<file path="src/rtl/ap_ctrl_pkg.sv">
// Shared constants for the ap_ctrl handshake driver: default widths and FSM encodings.
package ap_ctrl_pkg;

    localparam int DEF_TXN_W   = 16;
    localparam int DEF_CYC_W   = 32;
    localparam int DEF_MAX_OUT = 4;

    typedef logic [2:0] state_t;

    localparam state_t ST_IDLE  = 3'd0;
    localparam state_t ST_START = 3'd1;
    localparam state_t ST_GAP   = 3'd2;
    localparam state_t ST_DRAIN = 3'd3;
    localparam state_t ST_DONE  = 3'd4;

endpackage

</file>
<file path="src/rtl/ap_ctrl_driver_ts_fifo.sv">
// Start-timestamp FIFO; a push and a pop on an empty FIFO pass the pushed word straight through.
module ts_fifo
    import ap_ctrl_pkg::*;
#(
    parameter int DEPTH = DEF_MAX_OUT,
    parameter int W     = DEF_CYC_W
) (
    input  logic         clock,
    input  logic         reset,
    input  logic         push,
    input  logic [W-1:0] push_data,
    input  logic         pop,
    output logic [W-1:0] pop_data,
    output logic         full,
    output logic         empty
);

    localparam int AW = $clog2(DEPTH);
    localparam logic [AW:0] FULL_CNT = (AW+1)'(DEPTH);

    logic [W-1:0]  mem_q [DEPTH];
    logic [AW-1:0] wr_ptr_q, rd_ptr_q;
    logic [AW:0]   cnt_q;
    logic          bypass, wr, rd;

    assign empty    = (cnt_q == '0);
    assign full     = (cnt_q == FULL_CNT);
    assign bypass   = empty && push && pop;
    assign wr       = push && !bypass && (!full || pop);
    assign rd       = pop && !empty;
    assign pop_data = empty ? push_data : mem_q[rd_ptr_q];

    always_ff @(posedge clock or negedge reset) begin
        if (!reset) begin
            wr_ptr_q <= '0;
            rd_ptr_q <= '0;
            cnt_q    <= '0;
        end else begin
            if (wr) wr_ptr_q <= wr_ptr_q + AW'(1);
            if (rd) rd_ptr_q <= rd_ptr_q + AW'(1);
            cnt_q <= cnt_q + (AW+1)'(wr) - (AW+1)'(rd);
        end
    end

    always_ff @(posedge clock) begin
        if (wr) mem_q[wr_ptr_q] <= push_data;
    end

endmodule

</file>
<file path="src/rtl/ap_ctrl_driver.sv">
// Block-level ap_ctrl handshake driver: issues paced start transactions, throttles
// ap_continue, and records completion count and per-transaction latency.
module ap_ctrl_driver
    import ap_ctrl_pkg::*;
#(
    parameter int TXN_W   = DEF_TXN_W,
    parameter int CYC_W   = DEF_CYC_W,
    parameter int MAX_OUT = DEF_MAX_OUT
) (
    input  logic             clock,
    input  logic             reset,
    input  logic             go,
    input  logic [TXN_W-1:0] cfg_num_txn,
    input  logic [7:0]       cfg_gap,
    input  logic [7:0]       cfg_cont_dly,
    output logic             ap_start,
    input  logic             ap_ready,
    input  logic             ap_done,
    output logic             ap_continue,
    output logic             busy,
    output logic             finish,
    output logic [TXN_W-1:0] txn_started,
    output logic [TXN_W-1:0] txn_done,
    output logic [CYC_W-1:0] last_lat,
    output logic [CYC_W-1:0] max_lat,
    output logic             err_done
);

    state_t             state_q, state_d;
    logic [TXN_W-1:0]   num_q, num_d, started_q, started_d, done_q, done_d;
    logic [7:0]         gap_q, gap_d, dly_q, dly_d, gap_cnt_q, gap_cnt_d, cont_cnt_q, cont_cnt_d;
    logic [CYC_W-1:0]   cyc_q, last_q, last_d, max_q, max_d, stamp, lat;
    logic               err_q, err_d, finish_q, finish_d, pend_q, pend_d;
    logic               active, accept, complete, orphan, fifo_full, fifo_empty;

    assign active      = (state_q != ST_IDLE);
    assign busy        = (state_q == ST_START) || (state_q == ST_GAP) || (state_q == ST_DRAIN);
    assign ap_start    = (state_q == ST_START) && !fifo_full;
    assign accept      = ap_start && ap_ready;
    assign ap_continue = (dly_q == 8'd0) ? busy : (active && pend_q && (cont_cnt_q == dly_q));
    assign complete    = ap_done && ap_continue;
    assign orphan      = fifo_empty && !accept;
    assign lat         = cyc_q - stamp;

    assign finish      = finish_q;
    assign txn_started = started_q;
    assign txn_done    = done_q;
    assign last_lat    = last_q;
    assign max_lat     = max_q;
    assign err_done    = err_q;

    ts_fifo #(.DEPTH(MAX_OUT), .W(CYC_W)) u_ts_fifo (
        .clock     (clock),
        .reset     (reset),
        .push      (accept),
        .push_data (cyc_q),
        .pop       (complete),
        .pop_data  (stamp),
        .full      (fifo_full),
        .empty     (fifo_empty)
    );

    always_comb begin
        state_d    = state_q;
        num_d      = num_q;
        gap_d      = gap_q;
        dly_d      = dly_q;
        gap_cnt_d  = gap_cnt_q;
        started_d  = started_q;
        done_d     = done_q;
        last_d     = last_q;
        max_d      = max_q;
        err_d      = err_q;
        finish_d   = finish_q;
        pend_d     = pend_q;
        cont_cnt_d = cont_cnt_q;

        case (state_q)
            ST_IDLE: if (go) begin
                num_d      = cfg_num_txn;
                gap_d      = cfg_gap;
                dly_d      = cfg_cont_dly;
                started_d  = '0;
                done_d     = '0;
                last_d     = '0;
                max_d      = '0;
                err_d      = 1'b0;
                pend_d     = 1'b0;
                cont_cnt_d = 8'd0;
                finish_d   = (cfg_num_txn == '0);
                state_d    = (cfg_num_txn == '0) ? ST_DONE : ST_START;
            end
            ST_START: if (accept) begin
                started_d = started_q + TXN_W'(1);
                gap_cnt_d = 8'd0;
                if (started_d == num_q)  state_d = ST_DRAIN;
                else if (gap_q != 8'd0)  state_d = ST_GAP;
            end
            ST_GAP: begin
                gap_cnt_d = gap_cnt_q + 8'd1;
                if (gap_cnt_q == gap_q - 8'd1) state_d = ST_START;
            end
            ST_DRAIN: if (done_q == num_q) begin
                state_d  = ST_DONE;
                finish_d = 1'b1;
            end
            default: state_d = ST_IDLE;
        endcase

        // A completion with no recorded start is flagged but never counted or timed.
        if (complete) begin
            if (orphan) begin
                err_d = 1'b1;
            end else begin
                done_d = done_q + TXN_W'(1);
                last_d = lat;
                if (lat > max_q) max_d = lat;
            end
        end

        if (active && dly_q != 8'd0) begin
            if (ap_continue)  pend_d = 1'b0;
            else if (pend_q)  cont_cnt_d = cont_cnt_q + 8'd1;
            else if (ap_done) begin
                pend_d     = 1'b1;
                cont_cnt_d = 8'd1;
            end
        end
    end

    always_ff @(posedge clock or negedge reset) begin
        if (!reset) begin
            state_q    <= ST_IDLE;
            num_q      <= '0;
            gap_q      <= 8'd0;
            dly_q      <= 8'd0;
            gap_cnt_q  <= 8'd0;
            started_q  <= '0;
            done_q     <= '0;
            cyc_q      <= '0;
            last_q     <= '0;
            max_q      <= '0;
            err_q      <= 1'b0;
            finish_q   <= 1'b0;
            pend_q     <= 1'b0;
            cont_cnt_q <= 8'd0;
        end else begin
            state_q    <= state_d;
            num_q      <= num_d;
            gap_q      <= gap_d;
            dly_q      <= dly_d;
            gap_cnt_q  <= gap_cnt_d;
            started_q  <= started_d;
            done_q     <= done_d;
            cyc_q      <= cyc_q + CYC_W'(1);
            last_q     <= last_d;
            max_q      <= max_d;
            err_q      <= err_d;
            finish_q   <= finish_d;
            pend_q     <= pend_d;
            cont_cnt_q <= cont_cnt_d;
        end
    end

endmodule

</file>
<file path="config.mk">
export PLATFORM = sky130hd
export DESIGN_NAME = ap_ctrl_driver
export DESIGN_NICKNAME = d
export VERILOG_FILES = /design/src/rtl/ap_ctrl_pkg.sv /design/src/rtl/ap_ctrl_driver_ts_fifo.sv /design/src/rtl/ap_ctrl_driver.sv
export SDC_FILE = /design/constraint.sdc
export NUM_CORES = 1
export LEC_CHECK = 0
export CAP_MARGIN = 30
export CORE_ASPECT_RATIO = 1.75
export CORE_MARGIN = 2
export CORE_UTILIZATION = 60
export CTS_BUF_LIST = sky130_fd_sc_hd__clkbuf_8
export DETAILED_ROUTE_END_ITERATION = 10
export PLACE_DENSITY = 0.82
export SYNTH_ARGS = -nofsm -noshare
export SYNTH_HDL_FRONTEND = slang
export SYNTH_SLANG_ARGS = --single-unit
</file>
<file path="constraint.sdc">
create_clock -name clock -period 16.1 [get_ports clock]
set_input_delay 2.415 -clock clock [delete_from_list [all_inputs] [get_ports clock]]
set_output_delay 2.415 -clock clock [all_outputs]
set_load 0.05 [all_outputs]
</file>
==> impl_metrics.tcl, run 1 <==
set metrics [dict create \
    status "finished clean" \
    synth_xor_area_frac 0.0722 \
    final_antenna_net_count 0 \
    path_class "flop to flop" \
    cap_violations 0 \
    ys_async_sr_fraction 0.596 \
    synth_edf_count 128 \
    grt_util_all_layers 0.275 \
    grt_overflow 0 \
    ir_worst_vdd_uv 88.6 \
    clock_sinks 317 \
    fin_nets 1778 \
    dr.pass1.iters 5 \
    dieArea_um2 29000 \
    antenna_cells 0 \
    crit_path_end_kind "flop" \
    synth_top_family_by_area "simple AND/OR/NAND/NOR gates" \
    layout_commonest_cell "nand2_1" \
    cts_made_buffers 45 \
    die_w_um 130 \
    hold_depth 2 \
    hold_path.startpoint "last_lat[16]" \
    skew_ns 0.0134 \
    area_growth_pct 16.9 \
    cts_resized 0 \
    synth_compound_area_frac 0.0846 \
    final_cell_mix "212 x nand2_1, 188 x dfrtp_1, 136 x clkdlybuf4s50_1" \
    grt_use_met1 0.304 \
    drtIter0Drc 569 \
    clockBufferDepth 3 \
    synth.cell_area_um2 16600 \
    grt_util_met2 0.497 \
    worstSetupStartpointType "flop" \
    hold_path_class "flop to flop" \
    drive_gt1_frac 0.0819 \
    cp_max_fo 35 \
    placed_area_um2 18300 \
    port-buffer-count 137 \
    die_h_um 224 \
    cts_tree "built" \
    synth_mux_area_frac 0.0860 \
    grt_pass1_vias 12500 \
    tns_ns 0 \
    busiest_layer "met2" \
    grt_max_degree 87 \
    syn-num-nets 1638 \
    totalWireLength_mm 39.6 \
    final_area_um2 19400 \
    worstPathRequired_ns 16.60 \
    viasPerCell 5.91 \
    fin_cells 2067 \
    finalWeightedCongestion 0.964 \
    yosysUniqueCellTypes 68 \
    synth_simple_gate_area_share 0.145 \
    netlist_instances 1523 \
    post-route-min-period_ns 6.78 \
    hpwl_mm 28.5 \
    clk_pin_slew_ns 0.07 \
    setup_viol 0 \
    reg2regPathDepth 24 \
    cts_htree_levels 2 \
    crit_arrival_ns 7.29 \
    grt_pass1_wl_mm 62.5 \
    synth_warnings 0 \
    ys_seq_elements 317 \
    r2r_start "u_ts_fifo.cnt_q[1]" \
    fin_hold_ws_ns 0.499 \
    slew_viol_final 0 \
    dp_cells 1985 \
    yosysSeqAreaShare 0.518 \
    regToRegEndpoint "max_lat[0]" \
    antenna_found_initial 0 \
    max_slew_margin 0.265 \
    insertion_delay_ns 0.59 \
    drc 0 \
    max_freq_ghz 0.147 \
    std_cell_rows 80 \
    pwr_density_cell_nw_per_um2 178 \
    coreArea_um2 27200 \
    synth-adder-area-share 0.0598 \
    hold_viol 0 \
    fin_crit_sh 0.421 \
    synth_area_per_cell_um2 10.9 \
    ios 138 \
    via_count 12200 \
    r2r_slack_ns 9.32 \
    rsz0062_at_grt "false" \
    avgRoutedWirePerCell_um 19.2 \
    ctsHoldBuffers 0 \
    p_leak_uw 0.00821 \
    cts_root_buffer "clkbuf_8" \
    whs_endpoint "last_lat[16]" \
    ys.flop_type "dfrtp_1" \
    grt_util_met3 0.0430 \
    post_cts_buffers 0 \
    final_core_util 0.711 \
    initial_core_util 0.608 \
    worst_pin_slew_ns 1.10 \
]
==> layer usage <==
metal | vias to the layer above | wire length, um
li1 | 5702 | -
met1 | 5992 | 14400
met2 | 396 | 21000
met3 | 125 | 1990
met4 | 0 | 2230
met5 | - | 0
==> where the power goes <==
part           total [uW]  switching (uW)  internal, uW
logic                1600             986           618
clock network         723             313           410
registers            1130             150           977
total                3450            1450          2000
==> critical path, cell delays in order, from the launching register on <==
cell and delay [ns]:
dfrtp_1 0.44, nor3_2 0.17, buf_4 0.50, mux2_2 0.27, ha_1 0.15, inv_1 0.06, fa_1 0.41, a21o_1 0.21
a221oi_2 0.38, a2111oi_0 0.20, buf_4 0.19, nor3b_2 0.50, o21ai_1 0.20, a311oi_1 0.34, xor2_1 0.26, inv_1 0.07
ha_1 0.29, nand4_1 0.10, nor3_1 0.44, nand4_1 0.18, a31oi_1 0.20, nor4_1 0.10, nor3_4 0.25, buf_4 0.50
mux2i_1 0.25
==> synthesized netlist by cell type (9+ instances only) <==
master	count	area [um2]
xor2_1	37	324
edfxtp_1	128	3840
inv_1	88	330
a21o_1	18	135
mux4_2	32	721
ha_1	76	951
dfrtp_1	189	4730
nand3_1	89	445
nor3_1	23	115
mux2i_1	68	681
a211oi_1	9	67.6
nand4_1	25	156
nor2_1	73	274
nand2_1	213	800
and2_1	19	119
o21ai_0	111	556
and3_1	24	150
clkbuf_1	46	173
a21oi_1	42	210
xnor2_1	97	850
nor4_1	10	62.6
==> area by class of cell <==
type,instances,area (um2)
tap,369,462
sequential,317,8570
clock inverter,27,294
clock buffer,55,757
multi-input combinational,1058,7430
inverter,88,330
fill,1954,7860
timing repair buffer,153,1520
==> worst max path at each step <==
stage | startpoint | end | cells after the start
after floorplan | u_ts_fifo.rd_ptr_q[0] | max_lat[14] | 22
after global placement | u_ts_fifo.rd_ptr_q[0] | max_lat[28] | 24
after detailed placement | u_ts_fifo.rd_ptr_q[0] | max_lat[1] | 24
after CTS | u_ts_fifo.rd_ptr_q[0] | max_lat[0] | 22
after global routing | u_ts_fifo.rd_ptr_q[0] | max_lat[2] | 24
final | u_ts_fifo.cnt_q[1] | max_lat[0] | 24
==> flip-flops by register name, indices dropped and copies added, names as in the netlist, 16 cells and up <==
name and cells:
txn_started 16, u_ts_fifo.mem_q 128, txn_done 16, cyc_q 32
num_q 16, last_lat 32, max_lat 32
==> kinds of logic after synthesis <==
logic type / count (synthesis)
XOR/XNOR: 135
buffers and inverters: 148
AND/OR/NAND/NOR: 511
AO/OA/AOI/OAI: 232
multiplexers: 102
adder cells (fa/ha/maj): 78
flip-flops: 317
==> through the flow <==
stage	power (uW)	setup slack (ns)
after floorplan	2260	10.36
after global placement	2680	9.64
after detailed placement	2730	9.46
after CTS	3460	9.41
after global routing	3670	8.91
final	3450	9.32
(Power assumes the default switching activity.)
==> run 2: changes to the inputs <==
- CORE_UTILIZATION: 60 -> 55
- PLACE_DENSITY: 0.82 -> 0.79
- clock period: 16.1 -> 6.15 ns (I/O delays scaled with it)
==> run 2 against run 1 <==
First-iteration DRC count grew 24%. Final area increased by 0.14%. Worst setup slack got worse by 8.9 ns. Wire length increased by 2.3%. Combinational power grew to 2.7 times the previous value. Global-route usage down 1.4 points. Clock skew rose by 0.0070 ns. Critical path depth unchanged. Clock power increased by 140%. Largest power group unchanged. Register-to-register slack worse by 8.9 ns. Clock-buffer cell count decreased by 1.
==> impl_metrics.tcl, run 2 (synthesis results as in run 1) <==
set metrics [dict create \
    max_freq_ghz 0.174 \
    pwr_density_cell_nw_per_um2 464 \
    fin_nets 1791 \
    hold_path_class "input port to async pin" \
    setup_viol 0 \
    final_cell_mix "212 x nand2_1, 188 x dfrtp_1, 136 x clkdlybuf4s50_1" \
    worst_pin_slew_ns 0.998 \
    drtIter0Drc 703 \
    rsz0062_at_grt "false" \
    cp_max_fo 14 \
    grt_pass1_wl_mm 64.1 \
    slew_viol_final 0 \
    hold_viol 0 \
    hpwl_mm 29.5 \
    coreArea_um2 29800 \
    finalWeightedCongestion 1.02 \
    crit_path_end_kind "flop" \
    cp_cell_sequence "buf_12, mux4_2, mux2_2, ha_1, inv_1, fa_1, a21o_1, a221oi_2, a2111oi_0, buf_4, nor3b_2, o21ai_1, a311oi_1, xor2_1, inv_1, ha_1, nand4_1, nor3_1, nand4_1, a31oi_1, nor4_1, nor3_4, buf_6, mux2i_1" \
    path_buf_inv 5 \
    cts_root_buffer "clkbuf_8" \
    critPathSlowestCell "dfrtp_4" \
    fin_crit_sh 0.934 \
    fin_total_pwr_uw 8990 \
    antenna_found_initial 1 \
    post-route-min-period_ns 5.75 \
    area_growth_pct 17.1 \
    port-buffer-count 137 \
    fin_ws_ns 0.405 \
    grt_max_degree 77 \
    regMostFlops "u_ts_fifo.mem_q" \
    ir_worst_vdd_uv 308 \
    initial_core_util 0.555 \
    clockBufferDepth 3 \
    grt_overflow 0 \
    die_h_um 234 \
    drive_gt1_frac 0.0813 \
    seq_area_um2 8580 \
    die_w_um 135 \
    placed_area_um2 18400 \
    layout_commonest_cell "nand2_1" \
    final_area_um2 19400 \
    critPathTopFamily "compound AO/OA/AOI/OAI gates" \
    largest_reg_flops 128 \
    viasPerCell 5.81 \
    max_slew_margin 0.328 \
    dieArea_um2 31600 \
    fillers 2284 \
    fin_cells 2097 \
    crit_start "u_ts_fifo.rd_ptr_q[0]" \
    via_count 12200 \
    worstPathRequired_ns 6.64 \
    avgRoutedWirePerCell_um 19.3 \
    r2r_start "u_ts_fifo.rd_ptr_q[0]" \
    insertion_delay_ns 0.58 \
    grt_util_all_layers 0.261 \
    cts_made_buffers 45 \
    cap_violations 0 \
    grt_pass1_vias 12400 \
    dp_cells 2013 \
    drc 0 \
    skew_ns 0.0204 \
    final_antenna_net_count 0 \
    path_class "flop to flop" \
    status "finished clean" \
    slowest_delay_ns 0.50 \
    preCtsSetupSlack_ns 0.233 \
    multiInputGateArea_um2 7440 \
    ctsHoldBuffers 0 \
    tns_ns 0 \
    ios 138 \
    clock_sinks 317 \
    p_leak_uw 0.00824 \
    std_cell_rows 84 \
    totalWireLength_mm 40.5 \
    cts_htree_levels 2 \
    crit_arrival_ns 6.24 \
    dr.pass1.iters 5 \
    worstSetupStartpointType "flop" \
    clk_pin_slew_ns 0.07 \
    cts_tree "built" \
]
==> run 2: changes by cell type in the layout (fill, tap and decap cells not counted), sizes merged <==
cell      before  now
clkinvlp       5    3
clkbuf        56   55
buf           16   29
bufinv         6    3
clkinv         7    8
diode          0    1
inv           97  100
==> run 2: worst paths after layout <==
| check | to | slack [ns] | cells after the start |
|---|---|---|---|
| min in group clock | cont_cnt_q[7] | 0.50 | 1 |
| hold / removal | txn_started[0] | 0.33 | 1 |
| max in group asynchronous | u_ts_fifo.rd_ptr_q[0] | 4.41 | 2 |
| setup / recovery | max_lat[2] | 0.40 | 24 |
| setup reg to reg | max_lat[2] | 0.40 | 24 |
| hold reg to reg | cont_cnt_q[7] | 0.50 | 1 |
==> run 2: metrics by stage <==
step	util	hold slack [ns]
3_5_place_dp	0.617	0.492
4_1_cts	0.648	0.340
5_1_grt	0.650	0.372
6_report	0.650	0.334
3_3_place_gp	0.617	0.484
2_1_floorplan	-	0.471
==> run 2: where the power goes <==
group / leakage, uW / internal [uW] / switching, uW
clock: 0.000512 / 922 / 794
sequential: 0.00388 / 2560 / 421
combinational: 0.00385 / 1680 / 2620
==> run 2: what timing repair did <==
action | 4_1_cts | 5_1_grt
setup endpoints to repair | 0 | 32
hold endpoints to repair | 0 | 0
gates resized for setup | 0 | 4
setup buffers | 0 | 3
==> run 2: final cells by class <==
cell class / count / share of cell area
clock inverter: 26 / 0.00981
antenna: 1 / 0.000129
multi-input combinational: 1058 / 0.384
clock buffer: 54 / 0.0383
sequential: 317 / 0.442
tap: 387 / 0.0250
inverter: 88 / 0.0170
timing repair buffer: 166 / 0.0838
==> run 2: layer usage <==
| layer | track usage | wire length (um) |
|---|---|---|
| met5 | 0 | 0 |
| met3 | 0.0401 | 2040 |
| met1 | 0.286 | 14800 |
| met4 | 0.154 | 2490 |
| met2 | 0.472 | 21300 |
